### src/rtl/clk_ratio_meter_if.sv
// Handshake/status bundle between the ratio meter and its consumer.
// The consumer drives the monitored clock and enable; the meter returns measurements and status.
interface clk_ratio_meter_if #(
  parameter int unsigned CNT_W = 8
);
  logic             clk_mon;
  logic             enable;
  logic [CNT_W-1:0] period;
  logic [CNT_W-1:0] high_time;
  logic             meas_valid;
  logic             locked;
  logic             ratio_change;
  logic             timeout_err;

  modport master (
    output clk_mon, enable,
    input  period, high_time, meas_valid, locked, ratio_change, timeout_err
  );

  modport slave (
    input  clk_mon, enable,
    output period, high_time, meas_valid, locked, ratio_change, timeout_err
  );
endinterface

### src/rtl/clk_ratio_meter.sv
// Measures period and high time of a clock derived from clk_in, in clk_in cycles.
// Declares lock after LOCK_CNT equal periods; flags ratio changes and a lost clock.
module clk_ratio_meter #(
  parameter int unsigned CNT_W    = 8,
  parameter int unsigned LOCK_CNT = 4,
  parameter int unsigned TIMEOUT  = 200
) (
  input  logic                clk_in,
  input  logic                rst_n,
  clk_ratio_meter_if.slave    mon_bus
);

  localparam int unsigned MATCH_W = 4;
  localparam logic [CNT_W-1:0]   CNT_MAX   = '1;
  localparam logic [CNT_W-1:0]   CNT_ONE   = CNT_W'(1);
  localparam logic [CNT_W-1:0]   TMO_VAL   = CNT_W'(TIMEOUT);
  localparam logic [MATCH_W-1:0] MATCH_MAX = '1;
  localparam logic [MATCH_W-1:0] MATCH_ONE = MATCH_W'(1);
  localparam logic [MATCH_W-1:0] LOCK_VAL  = MATCH_W'(LOCK_CNT);

  typedef enum logic [1:0] {
    S_IDLE,
    S_ARM,
    S_MEASURE,
    S_LOCKED
  } state_t;

  state_t             r_state;
  logic               r_sync1;
  logic               r_sync2;
  logic               r_s_d;
  logic [CNT_W-1:0]   r_pcnt;
  logic [CNT_W-1:0]   r_hcnt;
  logic [CNT_W-1:0]   r_period;
  logic [CNT_W-1:0]   r_high;
  logic               r_meas_valid;
  logic               r_locked;
  logic               r_ratio_change;
  logic               r_timeout_err;
  logic [MATCH_W-1:0] r_match;

  state_t             w_state_nxt;
  logic [CNT_W-1:0]   w_pcnt_nxt;
  logic [CNT_W-1:0]   w_hcnt_nxt;
  logic [CNT_W-1:0]   w_period_nxt;
  logic [CNT_W-1:0]   w_high_nxt;
  logic               w_meas_valid_nxt;
  logic               w_locked_nxt;
  logic               w_ratio_change_nxt;
  logic               w_timeout_err_nxt;
  logic [MATCH_W-1:0] w_match_nxt;

  logic               w_rise;
  logic               w_same;
  logic               w_tmo;
  logic [CNT_W-1:0]   w_pcnt_inc;
  logic [CNT_W-1:0]   w_hcnt_inc;
  logic [MATCH_W-1:0] w_match_cap;

  // Two-flop synchronizer plus edge-detect delay; runs regardless of enable
  always_ff @(posedge clk_in or negedge rst_n) begin
    if (!rst_n) begin
      r_sync1 <= 1'b0;
      r_sync2 <= 1'b0;
      r_s_d   <= 1'b0;
    end else begin
      r_sync1 <= mon_bus.clk_mon;
      r_sync2 <= r_sync1;
      r_s_d   <= r_sync2;
    end
  end

  assign w_rise      = r_sync2 & ~r_s_d;
  assign w_same      = (r_pcnt == r_period);
  assign w_tmo       = ~w_rise & (r_pcnt == TMO_VAL);
  assign w_pcnt_inc  = (r_pcnt == CNT_MAX) ? r_pcnt : r_pcnt + CNT_ONE;
  assign w_hcnt_inc  = (r_hcnt == CNT_MAX) ? r_hcnt : r_hcnt + CNT_ONE;
  // Match count after a capture; a count of 0 (fresh start) always yields 1
  assign w_match_cap = w_same ? ((r_match == MATCH_MAX) ? r_match : r_match + MATCH_ONE)
                              : MATCH_ONE;

  always_ff @(posedge clk_in or negedge rst_n) begin
    if (!rst_n) begin
      r_state        <= S_IDLE;
      r_pcnt         <= '0;
      r_hcnt         <= '0;
      r_period       <= '0;
      r_high         <= '0;
      r_meas_valid   <= 1'b0;
      r_locked       <= 1'b0;
      r_ratio_change <= 1'b0;
      r_timeout_err  <= 1'b0;
      r_match        <= '0;
    end else begin
      r_state        <= w_state_nxt;
      r_pcnt         <= w_pcnt_nxt;
      r_hcnt         <= w_hcnt_nxt;
      r_period       <= w_period_nxt;
      r_high         <= w_high_nxt;
      r_meas_valid   <= w_meas_valid_nxt;
      r_locked       <= w_locked_nxt;
      r_ratio_change <= w_ratio_change_nxt;
      r_timeout_err  <= w_timeout_err_nxt;
      r_match        <= w_match_nxt;
    end
  end

  always_comb begin
    w_state_nxt        = r_state;
    w_pcnt_nxt         = w_rise ? CNT_ONE : w_pcnt_inc;
    w_hcnt_nxt         = w_rise ? CNT_ONE : (r_sync2 ? w_hcnt_inc : r_hcnt);
    w_period_nxt       = r_period;
    w_high_nxt         = r_high;
    w_meas_valid_nxt   = 1'b0;
    w_locked_nxt       = r_locked;
    w_ratio_change_nxt = 1'b0;
    w_timeout_err_nxt  = r_timeout_err;
    w_match_nxt        = r_match;

    if (!mon_bus.enable) begin
      w_state_nxt       = S_IDLE;
      w_pcnt_nxt        = '0;
      w_hcnt_nxt        = '0;
      w_period_nxt      = '0;
      w_high_nxt        = '0;
      w_locked_nxt      = 1'b0;
      w_timeout_err_nxt = 1'b0;
      w_match_nxt       = '0;
    end else begin
      case (r_state)
        S_IDLE: begin
          w_state_nxt = S_ARM;
          w_pcnt_nxt  = '0;
          w_hcnt_nxt  = '0;
        end
        S_ARM: begin
          if (w_rise) begin
            w_state_nxt = S_MEASURE;
          end
        end
        S_MEASURE: begin
          if (w_rise) begin
            w_period_nxt     = r_pcnt;
            w_high_nxt       = r_hcnt;
            w_meas_valid_nxt = 1'b1;
            w_match_nxt      = w_match_cap;
            if (w_match_cap == LOCK_VAL) begin
              w_locked_nxt = 1'b1;
              w_state_nxt  = S_LOCKED;
            end
          end
        end
        S_LOCKED: begin
          if (w_rise) begin
            w_period_nxt     = r_pcnt;
            w_high_nxt       = r_hcnt;
            w_meas_valid_nxt = 1'b1;
            if (!w_same) begin
              w_locked_nxt       = 1'b0;
              w_ratio_change_nxt = 1'b1;
              w_match_nxt        = MATCH_ONE;
              w_state_nxt        = S_MEASURE;
            end
          end
        end
        default: w_state_nxt = S_IDLE;
      endcase

      // Lost clock: re-arm so the next rise starts a fresh measurement
      if (r_state != S_IDLE && w_tmo) begin
        w_timeout_err_nxt = 1'b1;
        w_locked_nxt      = 1'b0;
        w_match_nxt       = '0;
        w_pcnt_nxt        = '0;
        w_state_nxt       = S_ARM;
      end
    end
  end

  assign mon_bus.period       = r_period;
  assign mon_bus.high_time    = r_high;
  assign mon_bus.meas_valid   = r_meas_valid;
  assign mon_bus.locked       = r_locked;
  assign mon_bus.ratio_change = r_ratio_change;
  assign mon_bus.timeout_err  = r_timeout_err;

endmodule

### src/flat_wrapper.sv
// flat-port wrapper written by rule: the top's interface ports become plain ports
module clk_ratio_meter_flat 
#(
  parameter int unsigned CNT_W    = 8,
  parameter int unsigned LOCK_CNT = 4,
  parameter int unsigned TIMEOUT  = 200
)
  (clk_in, rst_n, mon_bus_clk_mon, mon_bus_enable, mon_bus_period, mon_bus_high_time, mon_bus_meas_valid, mon_bus_locked, mon_bus_ratio_change, mon_bus_timeout_err);
  clk_ratio_meter_if #(.CNT_W(CNT_W)) mon_bus_i ();
  input  logic clk_in;
  input  logic rst_n;
  input wire logic [$bits(mon_bus_i.clk_mon)-1:0] mon_bus_clk_mon;
  input wire logic [$bits(mon_bus_i.enable)-1:0] mon_bus_enable;
  output wire logic [$bits(mon_bus_i.period)-1:0] mon_bus_period;
  output wire logic [$bits(mon_bus_i.high_time)-1:0] mon_bus_high_time;
  output wire logic [$bits(mon_bus_i.meas_valid)-1:0] mon_bus_meas_valid;
  output wire logic [$bits(mon_bus_i.locked)-1:0] mon_bus_locked;
  output wire logic [$bits(mon_bus_i.ratio_change)-1:0] mon_bus_ratio_change;
  output wire logic [$bits(mon_bus_i.timeout_err)-1:0] mon_bus_timeout_err;
  assign mon_bus_i.clk_mon = mon_bus_clk_mon;
  assign mon_bus_i.enable = mon_bus_enable;
  assign mon_bus_period = mon_bus_i.period;
  assign mon_bus_high_time = mon_bus_i.high_time;
  assign mon_bus_meas_valid = mon_bus_i.meas_valid;
  assign mon_bus_locked = mon_bus_i.locked;
  assign mon_bus_ratio_change = mon_bus_i.ratio_change;
  assign mon_bus_timeout_err = mon_bus_i.timeout_err;
  clk_ratio_meter #(.CNT_W(CNT_W), .LOCK_CNT(LOCK_CNT), .TIMEOUT(TIMEOUT)) u_core (.clk_in(clk_in), .rst_n(rst_n), .mon_bus(mon_bus_i));
endmodule
### config.mk
export PLATFORM = sky130hd
export DESIGN_NAME = clk_ratio_meter_flat
export DESIGN_NICKNAME = d
export VERILOG_FILES = /design/src/rtl/clk_ratio_meter_if.sv /design/src/rtl/clk_ratio_meter.sv /design/src/flat_wrapper.sv
export SDC_FILE = /design/constraint.sdc
export NUM_CORES = 1
export LEC_CHECK = 0
export BUFFER_PORTS_ARGS = -buffer_cell sky130_fd_sc_hd__buf_2
export CAP_MARGIN = 0
export CELL_PAD_IN_SITES_DETAIL_PLACEMENT = 1
export CELL_PAD_IN_SITES_GLOBAL_PLACEMENT = 2
export CORE_MARGIN = 10
export CORE_UTILIZATION = 40
export DETAILED_ROUTE_END_ITERATION = 8
export HOLD_SLACK_MARGIN = 0.15
export PLACE_DENSITY_LB_ADDON = 0.1
export SLEW_MARGIN = 15
export SYNTH_ARGS = -nofsm -noshare
export SYNTH_HDL_FRONTEND = slang
export SYNTH_SLANG_ARGS = --single-unit
export TNS_END_PERCENT = 30
### constraint.sdc
create_clock -name clk_in -period 6.1 [get_ports clk_in]
set_input_delay 0.305 -clock clk_in [delete_from_list [all_inputs] [get_ports clk_in]]
set_output_delay 0.305 -clock clk_in [all_outputs]
set_load 0.02 [all_outputs]
Word-level counts from Yosys, hierarchy flattened
Index checks and enable logic that the tools add are counted. W data, S select, Z words.

Output and inout port bits: 20. Register bits: 45. Logic and storage cells: 98. Input port bits: 4.

Reductions and logical operators: 9. Equality and inequality tests: 21. Bitwise gates (word level): 4. Mux-type cells: 48. Add/subtract/negate cells: 3.

Operators with widths (number): $mux W8 (16); $mux W4 (7); $eq A8 B8 Y1 const B (3); $add A8 B1 Y8 const B (2); $ne A4 B2 Y1 const B (4); $mux W1 (15); $mux W2 (7); $reduce_and A5 Y1 (2); $eq A8 B8 Y1 (1); $ne A4 B1 Y1 const B (2); $pmux W2 S4 (1); $pmux W4 S2 (1); $ne A5 B4 Y1 const B (1); $add A4 B1 Y4 const B (1); $eq A2 B2 Y1 const B (2); $eq A4 B3 Y1 const B (1); $eq A4 B4 Y1 const B (1); $ne A2 B1 Y1 const B (2); $ne A4 B3 Y1 const B (1); $ne A4 B4 Y1 const B (1); $reduce_and A2 Y1 (2); $reduce_and A4 Y1 (1); $and A1 B1 Y1 (2); $eq A2 B1 Y1 const B (1); 7 further kinds (8).

Depth between registers and ports, before layout
Depth in word-level cells: 9. Gate-level depth with buffers: 9.

Worst setup path before layout
OpenSTA, ideal clock, no wires.

Kind: register -> register. Start point: reg u_core.r_pcnt[0]. End point: reg u_core.r_state[0]. Period minus slack after synthesis: 2.159 ns. Library setup time: 0.077 ns. Setup slack: 3.941 ns. Path buffers: 1. Data arrival time: 2.082 ns. Stages on the path, launching flop included: 10. Cells stage by stage: dfrtp_1 > inv_1 > ha_1 > or3b_4 > nor4_4 > or3_1 > buf_6 > inv_2 > or3_1 > a21oi_1.

Word-level cells in the longest chain between the ends: 5.

RTL lines: start, declared (line clk_ratio_meter.sv:32) `logic [CNT_W-1:0] r_pcnt;`; start signal, assigned (line clk_ratio_meter.sv:96) `r_pcnt <= w_pcnt_nxt;`; $eq A8 B8 Y1 (on tied branches) (line clk_ratio_meter.sv:74, clk_ratio_meter.sv:75); $mux W4 / $and A1 B1 Y1 (equally long branches) (line clk_ratio_meter.sv:79, clk_ratio_meter.sv:75); $eq A4 B3 Y1 / $logic_and A1 B1 Y1 (equally long branches) (line clk_ratio_meter.sv:147, clk_ratio_meter.sv:170); $ne A4 B2 Y1 (no line), or another cell as far along; $reduce_and A5 Y1 (no line) / $mux W2 (equally long branches); end signal, assigned (line clk_ratio_meter.sv:95) `r_state <= w_state_nxt;`; end, declared (line clk_ratio_meter.sv:28) `state_t r_state;`.

Parallel ways exist; a longest one is shown, timed or not. A chain may end at the register's enable or synchronous reset.

Final worst setup path
Start point: reg u_core.r_hcnt[0]. End point: reg u_core.r_hcnt[3].

Word-level cells in the longest chain between the ends: 6.

RTL lines: start, declared (line clk_ratio_meter.sv:33) `logic [CNT_W-1:0] r_hcnt;`; start signal, assigned (line clk_ratio_meter.sv:97) `r_hcnt <= w_hcnt_nxt;`; $add A8 B1 Y8 (line clk_ratio_meter.sv:77) `assign w_hcnt_inc = (r_hcnt == CNT_MAX) ? r_hcnt : r_hcnt + CNT_ONE;`; $mux W8 (line clk_ratio_meter.sv:77); $mux W8 (2 in a row) (line clk_ratio_meter.sv:111) `w_hcnt_nxt = w_rise ? CNT_ONE : (r_sync2 ? w_hcnt_inc : r_hcnt);`; $mux W8 (line clk_ratio_meter.sv:130) `case (r_state)`; $mux W8 (line clk_ratio_meter.sv:120) `if (!mon_bus.enable) begin`.

Parallel ways exist; a longest one is shown, timed or not. The select of a mux whose other input is x is not followed.

==> qor.yml <==
run_status:
  status: "finished clean"
drt:
  drt-initial-drc-count: 74
  drc: 0
  vias_per_cell: 5.60
  wirelength_um: 5470
  dr.pass1.iters: 4
  wire_per_inst_um: 17.8
  num_vias: 1720
  ant_nets: 0
worst_setup_path:
  reg2reg_slack_ns: 3.56
  worst-endpoint-required_ns: 6.27
  end_kind: "flip-flop"
  reg2reg_depth: 7
  crit_fanout: 11
  startpoint_type: "flip-flop"
  crit_type: "reg2reg"
  rr_endpoint: "u_core.r_hcnt[3]"
  cp.arrival_ns: 2.71
  timing.rr.start: "u_core.r_hcnt[0]"
yosys:
  syn_nets: 222
  synth.top_cell.area_share_pct: 50.6
  async_flop_share_pct: 100
  synth_top_area_cell: "dfrtp_1"
  syn_area_mm2: 0.00222
  ys_seq_area_share_pct: 50.6
  ys_warn_count: 0
  synthTopCellsByArea: "dfrtp_1 51%, a22o_1 5.9%, xor2_1 4.3%"
  ys_ff_latch: 45
  synthCells: 214
  synth-edff-count: 0
  yosysUniqueCellTypes: 46
  synth_ff_type: "dfrtp_1"
  syn-mean-instance-area_um2: 10.4
clock_network:
  numCtsBuffers: 5
  ctsHtreeMaxLevel: 2
  tritoncts: "done"
  cts_buffer_depth: 2
  clkSinkCount: 45
  worstSkewPairLatency_ns: 0.30
  cts_root_buf: "clkbuf_8"
  path_clk_slew_ns: 0.09
floorplanning:
  dieArea_mm2: 0.00894
  coreArea_mm2: 0.00544
  io_pins: 24
  die_height_um: 94.6
  placementRows: 27
  start_util_pct: 40.9
  fp.dieW_um: 94.6
worst_hold_path:
  hold_class: "in2async"
sta:
  hold_violations: 0
  slew_headroom_pct: 25.8
  hold_slack_ns: 0.167
  fin_crit_ns: 2.54
  tightest_slew_ns: 1.10
  drv_slew: 0
  finalSetupTns_ns: 0
  fin_worst_skew_ns: 0.00632
  setup_viol: 0
  rsz0062_at_grt: "no"
  max_freq_mhz: 394
  fin_crit_sh_pct: 41.6
cells_and_area:
  layout_commonest_cell: "dfrtp_1"
  antenna_cells: 0
  final_cells: 307
  drive_gt1_share_pct: 18.7
  area_delta_synth_final_pct: 11.8
  mostFrequentLayoutCells: "45 x dfrtp_1, 23 x nor2_1, 23 x buf_2"
  finalNetCount: 242
place:
  gp_congestion: 0.782
  post-place-cells: 298
  dp.final_hpwl_um: 3830
  io_buffers: 23
flow_run:
  max_cap_viol_count: 0
global_route:
  grt_max_degree: 46
  grt_pass1_vias: 1847
  grt-ovfl-total: 0
  grt_usage_pct: 13.0
  grt_pass1_wl_um: 9320
  antenna_found_initial: 0
pwr:
  p_per_area_mw_per_mm2: 249
  p_leak_nw: 1.21
  ir_drop_uv: 102
power breakdown:
| part | switching [mW] | total [mW] | leakage [nW] | internal [mW] |
|---|---|---|---|---|
| sequential | 0.0140 | 0.322 | 0.613 | 0.308 |
| combinational | 0.0440 | 0.0677 | 0.543 | 0.0237 |
| clock | 0.108 | 0.231 | 0.0543 | 0.123 |
synth_stat cells (all sizes together) (2+ instances only):
master / n
clkbuf: 7
or3: 4
xor2: 11
a41oi: 3
a31oi: 3
nand2: 6
ha: 4
or4: 2
dfrtp: 45
and3: 9
nor4: 4
nand3: 12
buf: 6
nor2: 23
a22o: 16
a21oi: 17
nor3: 2
o21ai: 9
a211oi: 2
nand4: 2
nand3b: 4
inv: 8
routing by layer:
layer | wire length [um] | vias to the layer above | GRT usage, %
li1 | - | 817 | -
met1 | 2430 | 876 | 15.5
met2 | 2790 | 23 | 22.5
met3 | 198 | 4 | 3.41
met4 | 46 | 0 | 3.99
met5 | 0 | - | 0
stage by stage:
stage | cell area [um^2] | setup WS (ns) | utilization (%) | power (mW)
6_report | 2490 | 3.56 | 45.7 | 0.620
5_1_grt | 2490 | 3.27 | 45.7 | 0.653
4_1_cts | 2490 | 3.52 | 45.7 | 0.628
3_5_place_dp | 2360 | 3.55 | 43.4 | 0.395
3_3_place_gp | 2360 | 3.60 | 43.4 | 0.390
2_1_floorplan | 2220 | 3.94 | - | 0.372
worst max path at each step:
stage	cells past startpoint	slack, ns	from	to
after floorplan	9	3.94	u_core.r_pcnt[0]	u_core.r_state[0]
after global placement	7	3.60	u_core.r_hcnt[0]	u_core.r_hcnt[3]
after detailed placement	7	3.55	u_core.r_hcnt[0]	u_core.r_hcnt[3]
after CTS	7	3.52	u_core.r_hcnt[0]	u_core.r_hcnt[3]
after global routing	7	3.27	u_core.r_hcnt[0]	u_core.r_hcnt[5]
final	7	3.56	u_core.r_hcnt[0]	u_core.r_hcnt[3]
cells by family (layout without fill, tap and decap cells):
group / Yosys count / after routing / synth area share, %
simple gates: 75 / 75 / 19.2
compound gates: 55 / 55 / 17.1
flops: 45 / 45 / 50.6
buf+inv: 21 / 42 / 5.12
xor+xnor: 12 / 12 / 4.72
fa+ha+maj: 4 / 4 / 2.25
mux: 2 / 2 / 0.956
sequential cells by signal, indices dropped and copies added, names as in the netlist:
register	flops
u_core.mon_bus.ratio_change	1
u_core.mon_bus.timeout_err	1
u_core.r_match	4
u_core.r_sync2	1
u_core.r_pcnt	8
u_core.r_s_d	1
u_core.r_state	2
u_core.mon_bus.locked	1
u_core.mon_bus.meas_valid	1
u_core.mon_bus.high_time	8
u_core.r_hcnt	8
u_core.r_sync1	1
u_core.mon_bus.period	8
critical path: stages, from the launching register on:
cell,delay (ns)
dfrtp_1,0.45
ha_1,0.22
and3_1,0.24
nand3_1,0.14
o21ai_0,0.89
nor2_1,0.22
nand3b_1,0.17
a21oi_1,0.07
layout make-up:
class	count	area, um^2
flip-flops and latches	45	1130
well taps	72	90.1
fillers	616	2950
clock inverters	3	46.3
clock buffers	5	68.8
repair buffers	26	140
inverters	8	30.0
multi-input cells	148	985
repair_timing:
item	in CTS	in global routing
endpoints found under the hold margin	1	0
setup endpoints to repair	0	0
setup buffers	0	0
hold buffers	1	0
gates resized for setup	0	0
Power figures use the tool's default switching activity.
